$ cat src/rtl/video_triangle_setup.sv
// rtl/video_triangle_setup.sv - triangle setup: edge coefficients, doubled area, clipped bbox, culling
// One shared multiplier builds the edge constants over six cycles ahead of the cull decision.
module video_triangle_setup #(
   parameter int COORD_BITS = 12,
   parameter int GRID_W     = 40,
   parameter int GRID_H     = 25,
   parameter bit CULL_BACK  = 1'b1
) (
   input  logic                        clock,
   input  logic                        reset_n,
   input  logic                        fire,
   input  logic [COORD_BITS-1:0]       a_x,
   input  logic [COORD_BITS-1:0]       a_y,
   input  logic [COORD_BITS-1:0]       b_x,
   input  logic [COORD_BITS-1:0]       b_y,
   input  logic [COORD_BITS-1:0]       c_x,
   input  logic [COORD_BITS-1:0]       c_y,
   output logic                        busy,
   output logic                        out_valid,
   input  logic                        out_ready,
   output logic [COORD_BITS:0]         e0_a,
   output logic [COORD_BITS:0]         e0_b,
   output logic [COORD_BITS:0]         e1_a,
   output logic [COORD_BITS:0]         e1_b,
   output logic [COORD_BITS:0]         e2_a,
   output logic [COORD_BITS:0]         e2_b,
   output logic [2*COORD_BITS:0]       e0_c,
   output logic [2*COORD_BITS:0]       e1_c,
   output logic [2*COORD_BITS:0]       e2_c,
   output logic [2*COORD_BITS+2:0]     area,
   output logic [$clog2(GRID_W)-1:0]   min_x,
   output logic [$clog2(GRID_W)-1:0]   max_x,
   output logic [$clog2(GRID_H)-1:0]   min_y,
   output logic [$clog2(GRID_H)-1:0]   max_y,
   output logic                        culled,
   output logic [1:0]                  cull_reason
);

   localparam int CB = COORD_BITS;
   localparam int EW = CB + 1;
   localparam int CW = 2*CB + 1;
   localparam int AW = 2*CB + 3;
   localparam int XW = $clog2(GRID_W);
   localparam int YW = $clog2(GRID_H);
   localparam logic signed [CB-1:0] GW    = CB'(GRID_W);
   localparam logic signed [CB-1:0] GH    = CB'(GRID_H);
   localparam logic signed [CB-1:0] GW_M1 = CB'(GRID_W - 1);
   localparam logic signed [CB-1:0] GH_M1 = CB'(GRID_H - 1);

   typedef enum logic [2:0] {IDLE, MUL, AREA, DECIDE, OUT} state_t;

   state_t                 state, state_nx;
   logic [2:0]             cnt;
   logic signed [CB-1:0]   x0, y0, x1, y1, x2, y2;
   logic signed [CB-1:0]   bx_lo, bx_hi, by_lo, by_hi;
   logic signed [CB-1:0]   mul_a, mul_b;
   logic signed [2*CB-1:0] prod;
   logic [CW-1:0]          prod_c;
   logic [1:0]             reason;

   function automatic logic signed [CB-1:0] min3(input logic signed [CB-1:0] p,
                                                 input logic signed [CB-1:0] q,
                                                 input logic signed [CB-1:0] r);
      logic signed [CB-1:0] m;
      m = (p < q) ? p : q;
      return (r < m) ? r : m;
   endfunction

   function automatic logic signed [CB-1:0] max3(input logic signed [CB-1:0] p,
                                                 input logic signed [CB-1:0] q,
                                                 input logic signed [CB-1:0] r);
      logic signed [CB-1:0] m;
      m = (p > q) ? p : q;
      return (r > m) ? r : m;
   endfunction

   function automatic logic [CB-1:0] clamp(input logic signed [CB-1:0] v,
                                           input logic signed [CB-1:0] hi);
      if (v[CB-1])
         return '0;
      else if (v > hi)
         return hi;
      else
         return v;
   endfunction

   // Product order pairs up so each constant is finished two cycles after it starts.
   always_comb begin
      mul_a = x0;
      mul_b = y1;
      case (cnt)
         3'd1:    begin mul_a = x1; mul_b = y0; end
         3'd2:    begin mul_a = x1; mul_b = y2; end
         3'd3:    begin mul_a = x2; mul_b = y1; end
         3'd4:    begin mul_a = x2; mul_b = y0; end
         3'd5:    begin mul_a = x0; mul_b = y2; end
         default: begin mul_a = x0; mul_b = y1; end
      endcase
   end

   assign prod   = (2*CB)'(mul_a) * (2*CB)'(mul_b);
   assign prod_c = CW'(prod);

   always_comb begin
      reason = 2'd0;
      if (area == '0)
         reason = 2'd1;
      else if (area[AW-1] && CULL_BACK)
         reason = 2'd2;
      else if (bx_hi[CB-1] || by_hi[CB-1] || (bx_lo >= GW) || (by_lo >= GH))
         reason = 2'd3;
   end

   always_comb begin
      state_nx = state;
      case (state)
         IDLE:    if (fire) state_nx = MUL;
         MUL:     if (cnt == 3'd5) state_nx = AREA;
         AREA:    state_nx = DECIDE;
         DECIDE:  state_nx = (reason != 2'd0) ? IDLE : OUT;
         OUT:     if (out_ready) state_nx = IDLE;
         default: state_nx = IDLE;
      endcase
   end

   always_ff @(posedge clock or negedge reset_n) begin
      if (!reset_n)
         state <= IDLE;
      else
         state <= state_nx;
   end

   assign busy      = (state != IDLE);
   assign out_valid = (state == OUT);

   always_ff @(posedge clock or negedge reset_n) begin
      if (!reset_n) begin
         cnt         <= '0;
         x0          <= '0;
         y0          <= '0;
         x1          <= '0;
         y1          <= '0;
         x2          <= '0;
         y2          <= '0;
         bx_lo       <= '0;
         bx_hi       <= '0;
         by_lo       <= '0;
         by_hi       <= '0;
         e0_a        <= '0;
         e0_b        <= '0;
         e1_a        <= '0;
         e1_b        <= '0;
         e2_a        <= '0;
         e2_b        <= '0;
         e0_c        <= '0;
         e1_c        <= '0;
         e2_c        <= '0;
         area        <= '0;
         min_x       <= '0;
         max_x       <= '0;
         min_y       <= '0;
         max_y       <= '0;
         culled      <= 1'b0;
         cull_reason <= 2'd0;
      end else begin
         culled <= 1'b0;
         case (state)
            IDLE: begin
               if (fire) begin
                  x0          <= a_x;
                  y0          <= a_y;
                  x1          <= b_x;
                  y1          <= b_y;
                  x2          <= c_x;
                  y2          <= c_y;
                  cnt         <= '0;
                  cull_reason <= 2'd0;
               end
            end
            MUL: begin
               cnt <= cnt + 3'd1;
               if (cnt == 3'd0) begin
                  e0_a <= EW'(y0) - EW'(y1);
                  e0_b <= EW'(x1) - EW'(x0);
                  e1_a <= EW'(y1) - EW'(y2);
                  e1_b <= EW'(x2) - EW'(x1);
                  e2_a <= EW'(y2) - EW'(y0);
                  e2_b <= EW'(x0) - EW'(x2);
               end
               case (cnt)
                  3'd0:    e0_c <= prod_c;
                  3'd1:    e0_c <= e0_c - prod_c;
                  3'd2:    e1_c <= prod_c;
                  3'd3:    e1_c <= e1_c - prod_c;
                  3'd4:    e2_c <= prod_c;
                  default: e2_c <= e2_c - prod_c;
               endcase
            end
            AREA: begin
               area  <= AW'($signed(e0_c)) + AW'($signed(e1_c)) + AW'($signed(e2_c));
               bx_lo <= min3(x0, x1, x2);
               bx_hi <= max3(x0, x1, x2);
               by_lo <= min3(y0, y1, y2);
               by_hi <= max3(y0, y1, y2);
            end
            DECIDE: begin
               if (reason != 2'd0) begin
                  culled      <= 1'b1;
                  cull_reason <= reason;
               end else begin
                  // Only reachable with a negative area when back faces are kept.
                  if (area[AW-1]) begin
                     e0_a <= -e0_a;
                     e0_b <= -e0_b;
                     e1_a <= -e1_a;
                     e1_b <= -e1_b;
                     e2_a <= -e2_a;
                     e2_b <= -e2_b;
                     e0_c <= -e0_c;
                     e1_c <= -e1_c;
                     e2_c <= -e2_c;
                     area <= -area;
                  end
                  min_x <= XW'(clamp(bx_lo, GW_M1));
                  max_x <= XW'(clamp(bx_hi, GW_M1));
                  min_y <= YW'(clamp(by_lo, GH_M1));
                  max_y <= YW'(clamp(by_hi, GH_M1));
               end
            end
            default: ;
         endcase
      end
   end

endmodule

$ cat config.mk
export PLATFORM = sky130hd
export DESIGN_NAME = video_triangle_setup
export DESIGN_NICKNAME = d
export VERILOG_FILES = /design/src/rtl/video_triangle_setup.sv
export SDC_FILE = /design/constraint.sdc
export NUM_CORES = 2
export LEC_CHECK = 0
export ABC_AREA = 1
export CORE_ASPECT_RATIO = 0.75
export CORE_MARGIN = 2
export CORE_UTILIZATION = 35
export CTS_BUF_LIST = sky130_fd_sc_hd__clkbuf_2
export CTS_CLUSTER_SIZE = 24
export DETAILED_ROUTE_END_ITERATION = 10
export GPL_TIMING_DRIVEN = 0
export PLACE_DENSITY = 0.59
export SLEW_MARGIN = 10
export SYNTH_ARGS = -nofsm -noshare
export SYNTH_HDL_FRONTEND = slang
export SYNTH_SLANG_ARGS = --single-unit
$ cat constraint.sdc
create_clock -name clock -period 9.25 [get_ports clock]
set_clock_uncertainty 0.15 [all_clocks]
set_input_delay 0.925 -clock clock [delete_from_list [all_inputs] [get_ports clock]]
set_output_delay 0.925 -clock clock [all_outputs]
set_load 0.03 [all_outputs]
==> results by group <==
Run status
  – Status: finished, final reports clean

Setup path
  – Startpoint class of the critical path: flip-flop
  – Most frequent cell on the critical path: nand2_1
  – CP max stage cell: xnor2_2
  – Worst setup EP type: flip-flop
  – Reg2reg start: cnt[0]
  – CP Max Fanout: 10
  – Setup Crit Path Kind: reg -> reg
  – Arrival time of the worst setup path: 9.76 ns
  – Worst setup path startpoint: cnt[0]
  – Critical Path RT: slightly above 10 ns
  – Largest stage delay on the critical path: approximately 0.57 ns

Final layout
  – Finished Layout Cells: 5546
  – Commonest non-fill, non-tap cell in the layout: nand2_1
  – # fillers: 8693
  – Layout cells sized above 1: 0.0789
  – Layout Nets: ~4900
  – Most frequent cells in the layout: 867 x nand2_1, 490 x inv_1, 384 x a21oi_1, 343 x o21ai_0, 331 x dfrtp_1
  – Layout area overhead: 19.5%

Drt
  – Drt pass-1 iters: 6
  – WL/cell: roughly 22 µm
  – DR iter-0 viols: ~2800
  – Vias per cell: 5.35
  – DRT antenna net count: 0
  – Residual DRC: 0
  – WL final: roughly 120 mm
  – Via count: about 30000

Timing
  – Hold Fails Final Rpt: 0
  – Final setup viols: 0
  – Setup WS post-layout: approximately 0.42 ns
  – Worst-Margin Slew: 1.39 ns
  – Tmin final: between 8 and 9 ns
  – Max Freq: around 110 MHz
  – Slew headroom: 0.0650
  – Hold WS: around 0.14 ns
  – Fin crit share: 0.954
  – Max-slew violation count: 0

GRT
  – Vias in the first global route: 28251
  – Gr usage total: 0.278
  – Initial antenna violation count: 4
  – Global route overflow: 0
  – Largest net degree at the start of global routing: about 100
  – First-pass GRT wire length: 181 mm

Synthesis
  – Top_reg_cell synth: dfrtp_1
  – EDFF count, synth: 0
  – Synth Area per Inst: roughly 7.6 µm²
  – Syn_nets: around 4500
  – Mapped Cells: between 3000 and 4000
  – Syn. warnings: 0
  – Library cells used by synthesis: 63
  – Async S/R FF share, synth: 1.00
  – Post-synthesis sequential area ratio: 0.278
  – Register bit total from synthesis: 331
  – Synthesized area: about 30000 µm²

CTS
  – Total CTS buffers: around 90
  – H-Tree Level Count: 3
  – Clock sink count: 331
  – Later-pin clock latency in the skew report: around 1.3 ns
  – Clk slew on worst S/H paths: between 0.1 and 0.15 ns
  – CTS tree: yes
  – Root buf cell: clkbuf_2
  – CTS Buffer Depth: 3

Placed design
  – Final Wtd Congestion: ~1
  – PortBufs: roughly 280
  – Pre-CTS setup slack: -1.45 ns
  – Post-DP HPWL: 99.1 mm
  – DP Cell Count: around 5400

Die
  – Placeable Area: approximately 84000 µm²
  – Row count: 92
  – Die H: about 260 µm
  – Initial cell density of the core: 0.354
  – DIE AREA: slightly below 90000 µm²
  – I/O pin cnt: 283
  – DIE WIDTH: ~340 µm

Run
  – Max-cap violations: 0

Worst hold path
  – Hold Path Class: in -> reg
  – Worst Hold Launch: b_y[5]
==> per-layer routing <==
layer,track usage,share of wire,wire (µm)
met5,0,0.00021,26
met4,0.0787,0.026,3240
met3,0.102,0.12,14400
met2,0.384,0.40,48700
met1,0.402,0.46,56300
==> state kept, by name, summed over array words and instances (netlist names), 13 cells and up <==
register / cells
e0_b: 13
e0_a: 13
e1_a: 13
e0_c: 25
e2_b: 13
e2_a: 13
e2_c: 25
e1_c: 25
e1_b: 13
area: 27
==> stage by stage <==
step           utilization   TNS, ns  instance area, µm²
2_1_floorplan            -         0               29800
3_3_place_gp         0.404  -2779.23               34000
3_5_place_dp         0.405    -34.50               34100
4_1_cts              0.418   -0.0314               35200
5_1_grt              0.423   -0.0913               35600
6_report             0.423         0               35600
==> cell type report <==
cell class / count / area, µm² / share of cell area
Sequential cell: 331 / 8280 / 0.233
Tap cell: 1128 / 1410 / 0.0397
Inverter: 518 / 1970 / 0.0555
Multi-Input combinational cell: 2977 / 19400 / 0.545
Clock buffer: 131 / 656 / 0.0184
Buffer: 118 / 569 / 0.0160
Clock inverter: 30 / 179 / 0.00503
Antenna cell: 6 / 15.0 / 0.000422
Timing Repair Buffer: 307 / 3120 / 0.0876
==> worst paths after layout <==
kind	end	slack (ns)	cells after the start
max	e2_c[23]	0.42	40
min	y1[5]	0.14	3
max reg2reg	e2_c[23]	0.42	40
min reg2reg	bx_hi[2]	0.34	2
max in group asynchronous	e1_a[12]	7.45	4
min in group asynchronous	e0_c[21]	0.17	2
==> logic make-up after synthesis <==
group | synth area share
AOI/OAI and AO/OA | 0.176
adders and majority gates | 0.226
muxes | 0.00273
xor gates and xnor gates | 0.0244
buffers and inverters | 0.0830
and+or+nand+nor | 0.210
DFF | 0.278
==> timing repair <==
| item | 4_1_cts | 5_1_grt |
|---|---|---|
| hold endpoints to repair | 82 | 0 |
| buffers inserted | 6 | 14 |
| pin swaps | 1 | 8 |
| gates resized for setup | 48 | 63 |
| setup endpoints to repair | 43 | 38 |
| hold buffers | 2 | 0 |
==> critical path, delay by kind of cell (launching register included) <==
| kind | cells | cell delay [ns] |
|---|---|---|
| AOI/OAI and AO/OA | 6 | 1.25 |
| xor gates and xnor gates | 1 | 0.57 |
| adders and majority gates | 8 | 3.48 |
| buffers and inverters | 8 | 1.03 |
| DFF | 1 | 0.40 |
| muxes | 1 | 0.06 |
| and+or+nand+nor | 16 | 1.78 |
==> synthesized netlist by cell type (3+ instances only) <==
| library cell | instances | area (µm²) |
|---|---|---|
| a21o_1 | 14 | 105 |
| clkinv_1 | 11 | 41.3 |
| o21ai_1 | 42 | 210 |
| o211ai_1 | 37 | 278 |
| xnor2_1 | 39 | 342 |
| buf_6 | 7 | 78.8 |
| o21a_1 | 7 | 52.6 |
| o41ai_1 | 4 | 35.0 |
| and2_1 | 6 | 37.5 |
| nand2_1 | 868 | 3260 |
| mux2i_1 | 7 | 70.1 |
| or2_2 | 16 | 100 |
| a21oi_2 | 5 | 43.8 |
| buf_4 | 3 | 22.5 |
| nor3_1 | 17 | 85.1 |
| o21ai_0 | 345 | 1730 |
| a21oi_1 | 409 | 2050 |
| nand2_4 | 7 | 78.8 |
| ha_1 | 261 | 3270 |
| nand3b_1 | 9 | 67.6 |
| o221ai_1 | 3 | 26.3 |
| clkbuf_1 | 82 | 308 |
| xor2_1 | 44 | 385 |
| inv_2 | 8 | 30.0 |
| o2111ai_1 | 12 | 105 |
| a41oi_1 | 8 | 70.1 |
| buf_1 | 10 | 37.5 |
| o22ai_1 | 27 | 169 |
| nor2_1 | 332 | 1250 |
| a31oi_1 | 14 | 87.6 |
| fa_1 | 173 | 3460 |
| nand3_1 | 137 | 686 |
| o21bai_1 | 8 | 60.1 |
| inv_1 | 499 | 1870 |
| a211oi_1 | 3 | 22.5 |
| buf_2 | 16 | 80.1 |
| nand2_2 | 25 | 156 |
| o31ai_1 | 10 | 75.1 |
| a31o_2 | 4 | 35.0 |
| dfrtp_1 | 331 | 8280 |
| nor2_2 | 5 | 31.3 |
| nor4_1 | 9 | 56.3 |
| nand4_1 | 33 | 206 |
| nand3_2 | 10 | 100 |
Power is not shown: default switching activity piles up to over one toggle a cycle in this logic, so the estimate is an artifact.
